## src/rtl/tone_pkg.sv

```systemverilog
// tone_pkg: shared types, constants and the note half-period table for the tone sequencer.
package tone_pkg;
  localparam int NUM_NOTES = 17;
  localparam int NOTE_REST_MIN = 17;
  typedef enum logic [1:0] {IDLE, LOAD, PLAY, GAP} state_t;
  typedef struct packed {
    logic [4:0] note;
    logic [7:0] dur;
  } cmd_t;
  // HALF_PERIOD[n]: 400 Hz rising in 25 Hz steps to 800 Hz at n=16, so strictly decreasing
  function automatic logic [15:0] half_period(int clk_hz, logic [4:0] note);
    return 16'(clk_hz / (800 + 50 * int'(note)));
  endfunction
endpackage

```

## src/rtl/tone_cmd_fifo.sv

```systemverilog
// tone_cmd_fifo: note command FIFO with flush and a registered ready (not-full) flag.
module tone_cmd_fifo
  import tone_pkg::*;
#(
  parameter int DEPTH = 4
) (
  input  logic clk,
  input  logic rst_n,
  input  logic flush_i,
  input  logic push_i,
  input  cmd_t data_i,
  input  logic pop_i,
  output cmd_t data_o,
  output logic empty_o,
  output logic ready_o
);
  localparam int AW = $clog2(DEPTH);
  logic [AW-1:0] wr_q, rd_q;
  logic [AW:0] cnt_q, cnt_d;
  cmd_t mem_q [DEPTH];
  logic do_push, do_pop;
  assign do_push = push_i && ready_o && !flush_i;
  assign do_pop = pop_i && !empty_o && !flush_i;
  assign cnt_d = flush_i ? '0 : cnt_q + {{AW{1'b0}}, do_push} - {{AW{1'b0}}, do_pop};
  assign empty_o = cnt_q == '0;
  assign data_o = mem_q[rd_q];
  always_ff @(posedge clk or negedge rst_n) begin
    if (!rst_n) begin
      wr_q <= '0;
      rd_q <= '0;
      cnt_q <= '0;
      ready_o <= 1'b0;
    end else begin
      wr_q <= flush_i ? '0 : wr_q + AW'(do_push);
      rd_q <= flush_i ? '0 : rd_q + AW'(do_pop);
      cnt_q <= cnt_d;
      ready_o <= cnt_d != (AW+1)'(DEPTH);
    end
  end
  always_ff @(posedge clk) begin
    if (do_push) mem_q[wr_q] <= data_i;
  end
endmodule

```

## src/rtl/tone_sequencer.sv

```systemverilog
// tone_sequencer: plays queued note commands on the square-wave tone generator,
// holding each note for dur ms and inserting a fixed silent gap between notes.
module tone_sequencer
  import tone_pkg::*;
#(
  parameter int CLK_HZ = 32_000_000,
  parameter int TICK_CYCLES = 32000,
  parameter int DEPTH = 4,
  parameter int GAP_MS = 10
) (
  input  logic        clk,
  input  logic        rst_n,
  input  logic        cmd_valid,
  output logic        cmd_ready,
  input  logic [4:0]  cmd_note,
  input  logic [7:0]  cmd_dur_ms,
  input  logic        abort,
  output logic        tone_en,
  output logic [15:0] tone_half_period,
  output logic        busy,
  output logic        note_done
);
  localparam int TW = TICK_CYCLES > 1 ? $clog2(TICK_CYCLES) : 1;
  localparam logic [TW-1:0] TICK_LAST = TW'(TICK_CYCLES - 1);
  localparam logic [7:0] GAP_LAST = 8'(GAP_MS - 1);
  localparam logic [4:0] REST = 5'(NOTE_REST_MIN);
  state_t state_q;
  cmd_t cur_q, head;
  logic [TW-1:0] tick_q, tick_nx;
  logic [7:0] ms_q, ms_nx, last_ms;
  logic empty, pop, tick_wrap, at_end, nx_end;
  tone_cmd_fifo #(.DEPTH(DEPTH)) u_fifo (
    .clk(clk),
    .rst_n(rst_n),
    .flush_i(abort),
    .push_i(cmd_valid && !abort),
    .data_i('{note: cmd_note, dur: cmd_dur_ms}),
    .pop_i(pop),
    .data_o(head),
    .empty_o(empty),
    .ready_o(cmd_ready)
  );
  assign tick_wrap = tick_q == TICK_LAST;
  assign tick_nx = tick_wrap ? '0 : tick_q + 1'b1;
  assign ms_nx = ms_q + 8'(tick_wrap);
  assign last_ms = state_q == GAP ? GAP_LAST : cur_q.dur - 8'd1;
  assign at_end = tick_wrap && ms_q == last_ms;
  // note_done is registered, so it is raised one edge early from the next counter values
  assign nx_end = tick_nx == TICK_LAST && ms_nx == last_ms;
  assign busy = state_q != IDLE || !empty;
  assign pop = !abort && !empty && (state_q == IDLE || (state_q == LOAD && cur_q.dur == 8'd0)
             || (at_end && (state_q == GAP || (state_q == PLAY && GAP_MS == 0))));
  always_ff @(posedge clk or negedge rst_n) begin
    if (!rst_n) begin
      state_q <= IDLE;
      cur_q <= '0;
      tick_q <= '0;
      ms_q <= '0;
      tone_en <= 1'b0;
      note_done <= 1'b0;
      tone_half_period <= half_period(CLK_HZ, 5'd0);
    end else if (abort) begin
      state_q <= IDLE;
      tone_en <= 1'b0;
      note_done <= 1'b0;
    end else begin
      if (pop) cur_q <= head;
      case (state_q)
        IDLE: state_q <= pop ? LOAD : IDLE;
        LOAD: begin
          if (cur_q.dur == 8'd0) begin
            state_q <= pop ? LOAD : IDLE;
          end else begin
            state_q <= PLAY;
            tick_q <= '0;
            ms_q <= '0;
            tone_en <= cur_q.note < REST;
            if (cur_q.note < REST) tone_half_period <= half_period(CLK_HZ, cur_q.note);
            note_done <= TICK_CYCLES == 1 && cur_q.dur == 8'd1;
          end
        end
        default: begin
          if (at_end) begin
            state_q <= state_q == PLAY && GAP_MS > 0 ? GAP : pop ? LOAD : IDLE;
            tick_q <= '0;
            ms_q <= '0;
            tone_en <= 1'b0;
            note_done <= 1'b0;
          end else begin
            tick_q <= tick_nx;
            ms_q <= ms_nx;
            note_done <= state_q == PLAY && nx_end;
          end
        end
      endcase
    end
  end
endmodule

```

## config.mk

```make
export PLATFORM = sky130hd
export DESIGN_NAME = tone_sequencer
export DESIGN_NICKNAME = d
export VERILOG_FILES = /design/src/rtl/tone_pkg.sv /design/src/rtl/tone_cmd_fifo.sv /design/src/rtl/tone_sequencer.sv
export SDC_FILE = /design/constraint.sdc
export NUM_CORES = 1
export LEC_CHECK = 0
export ABC_AREA = 0
export CORE_MARGIN = 2
export CORE_UTILIZATION = 54
export DETAILED_ROUTE_END_ITERATION = 10
export PLACE_DENSITY = 0.78
export RECOVER_POWER = 25
export SLEW_MARGIN = 20
export SYNTH_ARGS = -nofsm -noshare
export SYNTH_HDL_FRONTEND = slang
export SYNTH_SLANG_ARGS = --single-unit
```

## constraint.sdc

```tcl
create_clock -name clk -period 160.6 [get_ports clk]
set_input_delay 16.06 -clock clk [delete_from_list [all_inputs] [get_ports clk]]
set_output_delay 16.06 -clock clk [all_outputs]
set_load 0.1 [all_outputs]
```

**Word level (Yosys, flattened, before mapping)**

Memories as Yosys holds them, arrays and structs flattened. A register that Yosys moved wholly into a read port is not among the register bits.
Cells that the tools add are included.

- Flip-flop bits (word level): 51
- Bits in latches: 0
- Bits in writable memories: 52
- Memory bits (read-only): 0
- Input bits: 17
- Output and inout port bits: 20
- Word-level logic and storage cells: 92
- Memories kept: 1

Memory list:

| memory | depth | bits a word | rd ports | clocked after Yosys merged registers in | wr ports | RTL line | RTL |
|---|---|---|---|---|---|---|---|
| u_fifo.mem_q | 4 | 13 | 1 | 1 | 1 | tone_cmd_fifo.sv:20 | `cmd_t mem_q [DEPTH];` |

- $add $sub $neg: 8
- $mul: 1
- Div/mod/pow operators: 1
- Order comparisons: 1
- Equality and inequality tests: 11
- Shifts and indexed selects: 0
- Multiplexer cells: 27
- Bitwise gates (word level): 3
- Reduce and logical (&&, ||, !) cells: 29

Operators by type and width:

| operator | number |
|---|---|
| 15-bit two-way mux | 3 |
| 26-bit by 32-bit divider with 32-bit output, first input constant | 1 |
| 15-bit == test, second input constant | 2 |
| 15-bit one-hot mux with 2 select lines | 1 |
| 8-bit two-way mux | 3 |
| 8-bit == test | 2 |
| 8-bit one-hot mux with 2 select lines | 1 |
| 15-bit by 1-bit adder with 15-bit output, second input constant | 1 |
| 10-bit by 11-bit adder with 12-bit output, first input constant | 1 |
| 1-bit logical AND | 12 |
| 2-bit two-way mux | 6 |
| 5-bit by 5-bit multiplier with 10-bit output, first input constant | 1 |
| 1-bit two-way mux | 9 |
| 8-bit by 1-bit adder with 8-bit output | 1 |
| 8-bit logical NOT | 1 |
| 8-bit by 1-bit subtractor with 8-bit output, second input constant | 1 |
| 3-bit != test, second input constant | 2 |
| 3-bit AND reduction | 2 |
| 5-bit less-than comparator, second input constant | 1 |
| 2-bit by 1-bit adder with 2-bit output | 2 |
| 2-bit == test, second input constant | 2 |
| 2-bit != test, second input constant | 2 |
| 1-bit one-hot mux with 2 select lines | 2 |
| 2-bit one-hot mux with 2 select lines | 1 |
| 14 further kinds | 21 |

**Logic depth before layout (Yosys ltp)**

Gate-level depths: netlist (run 1).

- Word-level depth: 12
- Depth in mapped cells: 400
- Mapped depth without buffers: 364

**Cells and area by module**

A second synthesis (run 1) with hierarchy kept.

- Cell total of the unflattened synthesis: 3,528
- Area, all modules: 26,445.4 um^2

Modules (own cells, without submodules):

| module | instances | cells each | area an instance (um^2) | sequential area each (um^2) |
|---|---|---|---|---|
| tone_sequencer | 1 | 3,426 | 24,163.2 | 1,407.6 |
| tone_cmd_fifo | 1 | 102 | 2,282.2 | 1,761.7 |

**Worst setup path after synthesis (run 1)**

No wires, ideal clock.

- Path kind: register to register
- Start: register cur_q[9] in the netlist's numbering
- End: register tone_half_period[0]
- Setup time: 0.146 ns
- Arrival time: 71.163 ns
- Required time: 160.454 ns
- Path slack: 89.291 ns
- Stages on the path, launching flop included: 389
- Buffers on the path: 39
- Period minus slack after synthesis: 71.309 ns
- Cell sequence: dfrtp_1 > clkbuf_1 > clkinv_1 > ha_1 > ha_1 > inv_1 > fa_1 > xnor2_1 > nand2_1 > xnor2_1 > ha_1 > nand2_1 > nor2_1 > a221oi_1 > nand2b_1 > and3_1 > ha_1 > a21oi_1 > [353 not listed] > nor2_1 > ha_1 > a21o_1 > a21oi_1 > nor2b_1 > o21ai_0 > nand2b_1 > a21oi_1 > nor2b_1 > o21ai_0 > nand2b_1 > a21oi_1 > nor2b_1 > o21ai_0 > nand4_1 > or3_1 > a2111oi_1 > a41oi_1

- Longest elaborated chain between the ends: 3
- Elaborated cells between the ends (all ways): 5
- Classes of those cells: add/sub: 1; mul: 1; div: 1; order compare: 1; reduce/logical: 1

Ends and longest elaborated chain:

| element | RTL line | RTL |
|---|---|---|
| start, declared | tone_sequencer.sv:28 | `cmd_t cur_q, head;` |
| start signal, assigned | tone_sequencer.sv:56 | `cur_q <= '0;` |
| start signal, assigned | tone_sequencer.sv:67 | `if (pop) cur_q <= head;` |
| 5-bit by 5-bit multiplier with 10-bit output | tone_pkg.sv:12 | `return 16'(clk_hz / (800 + 50 * int'(note)));` |
| 10-bit by 11-bit adder with 12-bit output | tone_pkg.sv:12 |  |
| 26-bit by 32-bit divider with 32-bit output | tone_pkg.sv:12 |  |
| end signal, assigned | tone_sequencer.sv:61 | `tone_half_period <= half_period(CLK_HZ, 5'd0);` |
| end signal, assigned | tone_sequencer.sv:78 | `if (cur_q.note < REST) tone_half_period <= half_period(CLK_HZ, cur_q.note);` |
| end, declared | tone_sequencer.sv:19 | `output logic [15:0] tone_half_period,` |

Parallel ways exist; a longest one is shown, timed or not.
A chain may end at the register's enable or synchronous reset.

**Worst setup path in the final report (run 1)**

- Start: register cur_q[10] in the netlist's numbering
- End: register tone_half_period[0]

Same word-level chain as after synthesis.

==> impl_table.tex, run 1 <==
\begin{tabular}{lr}
\hline
Metric & Value \\
\hline
\multicolumn{2}{l}{\textbf{Timing}} \\
Number of hold-slack violations in the final timing report & 0 \\
Post-route minimum period & 78.98 ns \\
Slew headroom & -1.72 \\
Fmax & 0.0127 GHz \\
RSZ-0062 raised after global routing & no \\
Transition time at the pin with the least slew margin & 4.08 ns \\
Final period util & 0.492 \\
Clock tree skew after final layout & 0.0343 ns \\
Number of endpoints failing setup at the final stage & 0 \\
Max-slew violation total from the final report & 65 \\
Setup total negative slack & 0 ns \\
Worst Hold Margin & 0.491 ns \\
\multicolumn{2}{l}{\textbf{Clock network}} \\
Cts-stage hold buffer count & 0 \\
Clock sinks & 116 \\
Clock latency reported for the late side of the worst-skew pair & 0.46 ns \\
TritonCTS clock tree & done \\
Max clock buf depth & 2 \\
Post-CTS resize count & 0 \\
Post-CTS setup-driven buffer insertion count & 0 \\
Maximum level of the CTS H-tree & 4 \\
Total CTS buffers & 17 \\
Clock tree root driver cell & sky130\_fd\_sc\_hd\_\_clkbuf\_16 \\
Worst-path clk slew & 0.09 ns \\
\multicolumn{2}{l}{\textbf{Route}} \\
Post-DR vias/cell & 6.59 \\
Number of nets still failing antenna checks after routing & 0 \\
Number of iterations in the first detailed-routing pass & 6 \\
Total detailed-routing wirelength & 74200 microns \\
Total number of vias & 27.0k \\
Number of violations reported at the end of detailed-routing iteration 0 & 2291 \\
DRC violation count after routing & 0 \\
Average routed wire per standard cell & 18.1 microns \\
\multicolumn{2}{l}{\textbf{Hold path}} \\
Worst Hold Class & reg2reg \\
Sink of the worst hold path & tone\_half\_period[6] \\
Origin of the worst min-delay path & tone\_half\_period[6] \\
Hold Path Cell Cnt & 2 \\
\multicolumn{2}{l}{\textbf{Floorplan}} \\
Std-Cell Core Area & 47600 sq um \\
Number of cell rows & 80 \\
Die height & 223 microns \\
Number of top-level design ports & 37 \\
Chip Width & 223 microns \\
Overall die area & 49800 sq um \\
Starting utilization of the core area & 0.545 \\
\multicolumn{2}{l}{\textbf{Synth}} \\
Unique cell type count in the Yosys netlist & 139 \\
Syn Area/Cell & 7.45 sq um \\
Synthesis-stage register bit count & 116 \\
Top cell type's share of synthesized area & 0.124 \\
Most area-hungry cell type in the Yosys netlist & sky130\_fd\_sc\_hd\_\_ha\_1 \\
Number of cells produced by synthesis & 3484 \\
Post-Syn Area & 26000 sq um \\
Cell types with the largest area share after synthesis & sky130\_fd\_sc\_hd\_\_ha\_1 12\%, sky130\_fd\_sc\_hd\_\_edfxtp\_1 6.0\%, sky130\_fd\_sc\_hd\_\_dfrtp\_1 5.7\% \\
Yosys warns & 0 \\
Number of flops mapped to enable cells by yosys & 52 \\
Most common flop cell mapped by yosys & sky130\_fd\_sc\_hd\_\_dfrtp\_1 \\
Share of the yosys chip area belonging to registers & 0.122 \\
Asr flop ratio synth & 0.552 \\
\multicolumn{2}{l}{\textbf{GRT}} \\
Number of antenna violations at the first check in global routing & 1 \\
Number of global-route vias before repair & 24.6k \\
Overflow left after global routing & 0 \\
Total GRT Usage & 0.289 \\
Pin count of the biggest net entering global routing & 65 \\
Global-route wire length before repair & 121000 microns \\
\multicolumn{2}{l}{\textbf{Setup path}} \\
Longest individual stage delay on the worst path & 0.81 ns \\
Class of the most critical setup path & reg2reg \\
Reg-to-reg critical path endpoint & tone\_half\_period[0] \\
Worst-case reg-to-reg path depth & 357 \\
Register-to-register setup slack & 81.62 ns \\
Crit Reg-Reg Startpoint & cur\_q[10] \\
Maximum fanout count along the critical path & 26 \\
Critical-path top delay cell & sky130\_fd\_sc\_hd\_\_a21oi\_1 \\
CP endpoint kind & flop \\
Required time of the critical path & 160.92 ns \\
Kind of launch point of the worst setup path & flop \\
Most used cell along the critical path & sky130\_fd\_sc\_hd\_\_o21ai\_0 \\
Arrival time of the worst setup path & 79.30 ns \\
CP Launch Point & cur\_q[10] \\
\multicolumn{2}{l}{\textbf{Layout}} \\
Highest-count cells in the layout ignoring fill and taps & 328 x sky130\_fd\_sc\_hd\_\_nand2\_1, 308 x sky130\_fd\_sc\_hd\_\_nor2\_1, 262 x sky130\_fd\_sc\_hd\_\_a21oi\_1 \\
Most common cell after layout, fill and taps aside & sky130\_fd\_sc\_hd\_\_nand2\_1 \\
Core Util, Final & 0.576 \\
Final \#Nets & 3745 \\
N\_diodes & 0 \\
Area delta synth->final & 5.72\% \\
Proportion of layout cells with a drive suffix above 1 & 0.0813 \\
\multicolumn{2}{l}{\textbf{Run}} \\
Max-capacitance violation count & 1 \\
\multicolumn{2}{l}{\textbf{Status}} \\
Failing checks & capacitance limit, slew limit \\
Result of the run & finished, violations left \\
\multicolumn{2}{l}{\textbf{Placement}} \\
IO buf count & 36 \\
Global placer's final weighted congestion & 0.990 \\
HPWL Detailed & 55800 microns \\
\hline
\end{tabular}
==> worst max-delay path: cells and delay by family (launching register included) <==
family	cells	cell delay, ns
multiplexers	7	2.51
AO/OA/AOI/OAI	180	34.63
buffers and inverters	13	2.54
adder cells (fa/ha/maj)	27	9.36
XOR/XNOR	5	1.49
flip-flops	1	0.42
AND/OR/NAND/NOR	125	27.65
==> flip-flops by register name, summed over array words and instances (netlist names) <==
signal            count
u_fifo.mem_q         52
tone_half_period     16
tick_q               15
cur_q                13
ms_q                  8
u_fifo.cnt_q          3
state_q               2
u_fifo.rd_q           2
u_fifo.wr_q           2
note_done             1
tone_en               1
u_fifo.ready_o        1
==> stage by stage <==
| step | setup WS, ns | cell area, sq um | cells |
|---|---|---|---|
| floorplan | 89.29 | 26000 | 3490 |
| global placement | 85.69 | 26900 | 4064 |
| detailed placement | 83.21 | 26900 | 4064 |
| CTS | 82.90 | 27400 | 4095 |
| global route | 73.85 | 27400 | 4095 |
| finish | 81.62 | 27400 | 4095 |
==> cells by family after synthesis <==
logic type,count (synthesis),share of synthesized area
adders and majority gates,260,0.126
xor gates and xnor gates,231,0.0787
and+or+nand+nor,1374,0.273
DFF,116,0.122
muxes,103,0.0493
other,1,0.000144
buffers and inverters,213,0.0357
AOI/OAI and AO/OA,1186,0.315
==> layout make-up <==
| class | count | area [sq um] |
|---|---|---|
| Inverter | 105 | 394 |
| Multi-Input combinational cell | 3161 | 21900 |
| Sequential cell | 116 | 3170 |
| Timing Repair Buffer | 67 | 587 |
| Clock buffer | 17 | 425 |
| Clock inverter | 14 | 150 |
| Tap cell | 615 | 769 |
| Fill cell | 4442 | 20200 |
==> routing by layer <==
metal  part of all wire  vias up  track usage  wire (microns)
met5                  0        -            0               0
met1               0.45    12600        0.384           33300
met4              0.023        0       0.0768            1720
li1                   -    13300            -               -
met2               0.47      941        0.497           34700
met3              0.060      146       0.0345            4490
==> worst max path at each step <==
stage | to | slack (ns) | cells after the start
finish | tone_half_period[0] | 81.62 | 357
CTS | tone_half_period[0] | 82.90 | 360
floorplan | tone_half_period[0] | 89.29 | 388
global placement | tone_half_period[0] | 85.69 | 360
global route | tone_half_period[0] | 73.85 | 359
detailed placement | tone_half_period[0] | 83.21 | 360
==> synthesized netlist by cell type, types with 43 or more instances <==
cell                       number
sky130_fd_sc_hd__mux2_2        64
sky130_fd_sc_hd__a21o_1       110
sky130_fd_sc_hd__edfxtp_1      52
sky130_fd_sc_hd__o21ai_0      232
sky130_fd_sc_hd__nand3_1       97
sky130_fd_sc_hd__ha_1         258
sky130_fd_sc_hd__nor2b_1       53
sky130_fd_sc_hd__xor2_1        87
sky130_fd_sc_hd__and2_1        50
sky130_fd_sc_hd__clkbuf_1      66
sky130_fd_sc_hd__nand4_1       51
sky130_fd_sc_hd__inv_1        103
sky130_fd_sc_hd__a31oi_1       43
sky130_fd_sc_hd__o31ai_1       71
sky130_fd_sc_hd__nand2_1      328
sky130_fd_sc_hd__a21oi_1      262
sky130_fd_sc_hd__xnor2_1      142
sky130_fd_sc_hd__nor2_1       309
sky130_fd_sc_hd__nand2b_1      87
sky130_fd_sc_hd__o21a_1        90
sky130_fd_sc_hd__dfrtp_1       59
sky130_fd_sc_hd__and3_1        47
sky130_fd_sc_hd__nor3_1       111
Power of run 1 is not shown: default switching activity piles up to over one toggle a cycle in this logic, so the estimate is an artifact.
==> run 2, diff against run 1 <==
PLACE_DENSITY = 0.81   (was 0.78)
clock period = 69.3 ns   (was 160.6 ns; I/O delays follow)
==> run 2 against run 1 <==
Effect of this change:
- the run still ends with capacitance limit, slew limit left
- worst setup slack lost 78 ns
- register-to-register slack lost 78 ns
- global-route usage grew 1.2 points
- core utilization grew 3.1 points
- clock-buffer cell count is the same
- critical path type unchanged
- critical endpoint unchanged
==> impl_table.tex, run 2 (synthesized netlist as in run 1, its figures left out) <==
\begin{tabular}{lr}
\hline
Metric & Value \\
\hline
\multicolumn{2}{l}{\textbf{Status}} \\
Result of the run & finished, violations left (unchanged) \\
Failing checks & capacitance limit, slew limit (unchanged) \\
\multicolumn{2}{l}{\textbf{Floorplan}} \\
Die height & 223 microns (unchanged) \\
Starting utilization of the core area & 0.545 (unchanged) \\
Overall die area & 49800 sq um (unchanged) \\
Number of top-level design ports & 37 (unchanged) \\
Std-Cell Core Area & 47600 sq um (unchanged) \\
Chip Width & 223 microns (unchanged) \\
Number of cell rows & 80 (unchanged) \\
\multicolumn{2}{l}{\textbf{Route}} \\
Total detailed-routing wirelength & 78900 microns (was 74200 microns) \\
Post-DR vias/cell & 6.59 (about the same) \\
Number of iterations in the first detailed-routing pass & 6 (unchanged) \\
Total number of vias & 27.8k (was 27.0k) \\
Number of nets still failing antenna checks after routing & 0 (unchanged) \\
Average routed wire per standard cell & 18.8 microns (was 18.1 microns) \\
Number of violations reported at the end of detailed-routing iteration 0 & 2484 (was 2291) \\
DRC violation count after routing & 0 (unchanged) \\
\multicolumn{2}{l}{\textbf{Clock network}} \\
Maximum level of the CTS H-tree & 4 (unchanged) \\
TritonCTS clock tree & done (unchanged) \\
Clock tree root driver cell & sky130\_fd\_sc\_hd\_\_clkbuf\_16 (unchanged) \\
Clock sinks & 116 (unchanged) \\
Cts-stage hold buffer count & 0 (unchanged) \\
Clock latency reported for the late side of the worst-skew pair & 0.48 ns (was 0.46 ns) \\
Max clock buf depth & 2 (unchanged) \\
Total CTS buffers & 17 (unchanged) \\
Worst-path clk slew & 0.09 ns (about the same) \\
\multicolumn{2}{l}{\textbf{Layout}} \\
Most common cell after layout, fill and taps aside & sky130\_fd\_sc\_hd\_\_nand2\_1 (unchanged) \\
Proportion of layout cells with a drive suffix above 1 & 0.137 (was 0.0813) \\
Core Util, Final & 0.607 (was 0.576) \\
N\_diodes & 0 (unchanged) \\
Register name with the most flops & u\_fifo.mem\_q (unchanged) \\
Top Registers & u\_fifo.mem\_q: 52 flops, tone\_half\_period: 16 flops, tick\_q: 15 flops (unchanged) \\
Area delta synth->final & 11.4\% (was 5.72\%) \\
Max reg flops & 52 (unchanged) \\
Highest-count cells in the layout ignoring fill and taps & 319 x sky130\_fd\_sc\_hd\_\_nand2\_1, 297 x sky130\_fd\_sc\_hd\_\_nor2\_1, 248 x sky130\_fd\_sc\_hd\_\_ha\_1 (was 328 x sky130\_fd\_sc\_hd\_\_nand2\_1, 308 x sky130\_fd\_sc\_hd\_\_nor2\_1, 262 x sky130\_fd\_sc\_hd\_\_a21oi\_1) \\
Final \#Nets & 3858 (was 3745) \\
Cell Count, Final, Fillers Out & 4209 (was 4095) \\
\multicolumn{2}{l}{\textbf{GRT}} \\
Total GRT Usage & 0.301 (was 0.289) \\
Number of antenna violations at the first check in global routing & 0 (was 1) \\
Overflow left after global routing & 0 (unchanged) \\
Number of global-route vias before repair & 25.3k (was 24.6k) \\
Pin count of the biggest net entering global routing & 65 (unchanged) \\
Global-route wire length before repair & 126000 microns (was 121000 microns) \\
\multicolumn{2}{l}{\textbf{Setup path}} \\
Critical-path top delay cell & sky130\_fd\_sc\_hd\_\_fa\_2 (was sky130\_fd\_sc\_hd\_\_a21oi\_1) \\
Longest individual stage delay on the worst path & 0.56 ns (was 0.81 ns) \\
Kind of launch point of the worst setup path & flop (unchanged) \\
CP endpoint kind & flop (unchanged) \\
Maximum fanout count along the critical path & 26 (unchanged) \\
Required time of the critical path & 69.62 ns (was 160.92 ns) \\
Class of the most critical setup path & reg2reg (unchanged) \\
Arrival time of the worst setup path & 65.55 ns (was 79.30 ns) \\
Most used cell along the critical path & sky130\_fd\_sc\_hd\_\_a21o\_1 (was sky130\_fd\_sc\_hd\_\_o21ai\_0) \\
\multicolumn{2}{l}{\textbf{Timing}} \\
Transition time at the pin with the least slew margin & 4.36 ns (was 4.08 ns) \\
Clock tree skew after final layout & 0.0234 ns (was 0.0343 ns) \\
Number of hold-slack violations in the final timing report & 0 (unchanged) \\
Max-slew violation total from the final report & 65 (unchanged) \\
Final period util & 0.941 (was 0.492) \\
Number of endpoints failing setup at the final stage & 0 (unchanged) \\
Post-route minimum period & 65.22 ns (was 78.98 ns) \\
Fmax & 0.0153 GHz (was 0.0127 GHz) \\
Slew headroom & -1.91 (was -1.72) \\
\multicolumn{2}{l}{\textbf{Placement}} \\
IO buf count & 36 (unchanged) \\
Instance count after placement with tap cells included & 4115 (was 4064) \\
Global placer's final weighted congestion & 0.950 (was 0.990) \\
HPWL Detailed & 58000 microns (was 55800 microns) \\
\multicolumn{2}{l}{\textbf{Hold path}} \\
Worst Hold Class & reg2reg (unchanged) \\
\multicolumn{2}{l}{\textbf{Run}} \\
Max-capacitance violation count & 1 (unchanged) \\
\hline
\end{tabular}
## run 2: changes by cell type in the layout (fill, tap and decap cells not counted), moves of 10 or more
cell	change
sky130_fd_sc_hd__o21ai_0	-25
sky130_fd_sc_hd__dlygate4sd3_1	-13
sky130_fd_sc_hd__clkdlybuf4s50_1	+13
sky130_fd_sc_hd__nor2_1	-11
sky130_fd_sc_hd__o21ai_1	+21
sky130_fd_sc_hd__ha_1	-10
sky130_fd_sc_hd__a21oi_1	-18
sky130_fd_sc_hd__buf_4	+107
sky130_fd_sc_hd__a21oi_2	+15
## run 2: worst max-delay path: cells and delay by family (launching register included)
kind	cells	cell delay (ns)
AO/OA/AOI/OAI	178	29.41
AND/OR/NAND/NOR	130	20.06
adder cells (fa/ha/maj)	29	9.27
buffers and inverters	17	2.72
multiplexers	7	2.12
XOR/XNOR	4	0.90
flip-flops	1	0.43
## run 2: path summary, 6_finish.rpt
path                                       endpoint                start  cells past startpoint  slack, ns
min in group asynchronous       tone_half_period[9]                rst_n                      1       7.98
worst min register to register  tone_half_period[6]  tone_half_period[6]                      2       0.48
worst min-delay path            tone_half_period[6]  tone_half_period[6]                      2       0.48
worst max-delay path            tone_half_period[0]             cur_q[9]                    365       4.08
worst max register to register  tone_half_period[0]             cur_q[9]                    365       4.08
max in group asynchronous                  cur_q[8]                rst_n                      1      58.52
## run 2: cell type report
type / count / area [sq um]
multi-input combinational: 3161 / 22500
fill: 4244 / 18700
sequential: 116 / 3170
timing repair buffer: 180 / 1470
tap: 615 / 769
clock buffer: 17 / 425
inverter: 105 / 403
clock inverter: 15 / 180
## run 2: per-layer routing
| metal | GRT usage | part of all wire |
|---|---|---|
| met1 | 0.390 | 0.43 |
| met3 | 0.0452 | 0.071 |
| met4 | 0.114 | 0.037 |
| met2 | 0.505 | 0.46 |
| met5 | 0 | 0 |
## run 2: per-stage QoR
| stage | TNS [ns] | cell area, sq um | hold WS (ns) | worst slack (ns) |
|---|---|---|---|---|
| 2_1_floorplan | 0 | 26100 | 0.464 | 0.0400 |
| 3_3_place_gp | 0 | 27300 | 0.465 | 1.65 |
| 3_5_place_dp | -0.565 | 27300 | 0.469 | -0.565 |
| 4_1_cts | 0 | 28000 | 0.487 | 0.0264 |
| 5_1_grt | -0.504 | 28900 | 0.497 | -0.504 |
| 6_report | 0 | 28900 | 0.483 | 4.08 |
## run 2: repair_timing
item                       4_1_cts  5_1_grt
setup buffers                   10       52
setup endpoints to repair        1        3
gates resized for setup          9      139
pin swaps                        4       56
cloned                           0        0
Power of run 2 is left out for the same reason.
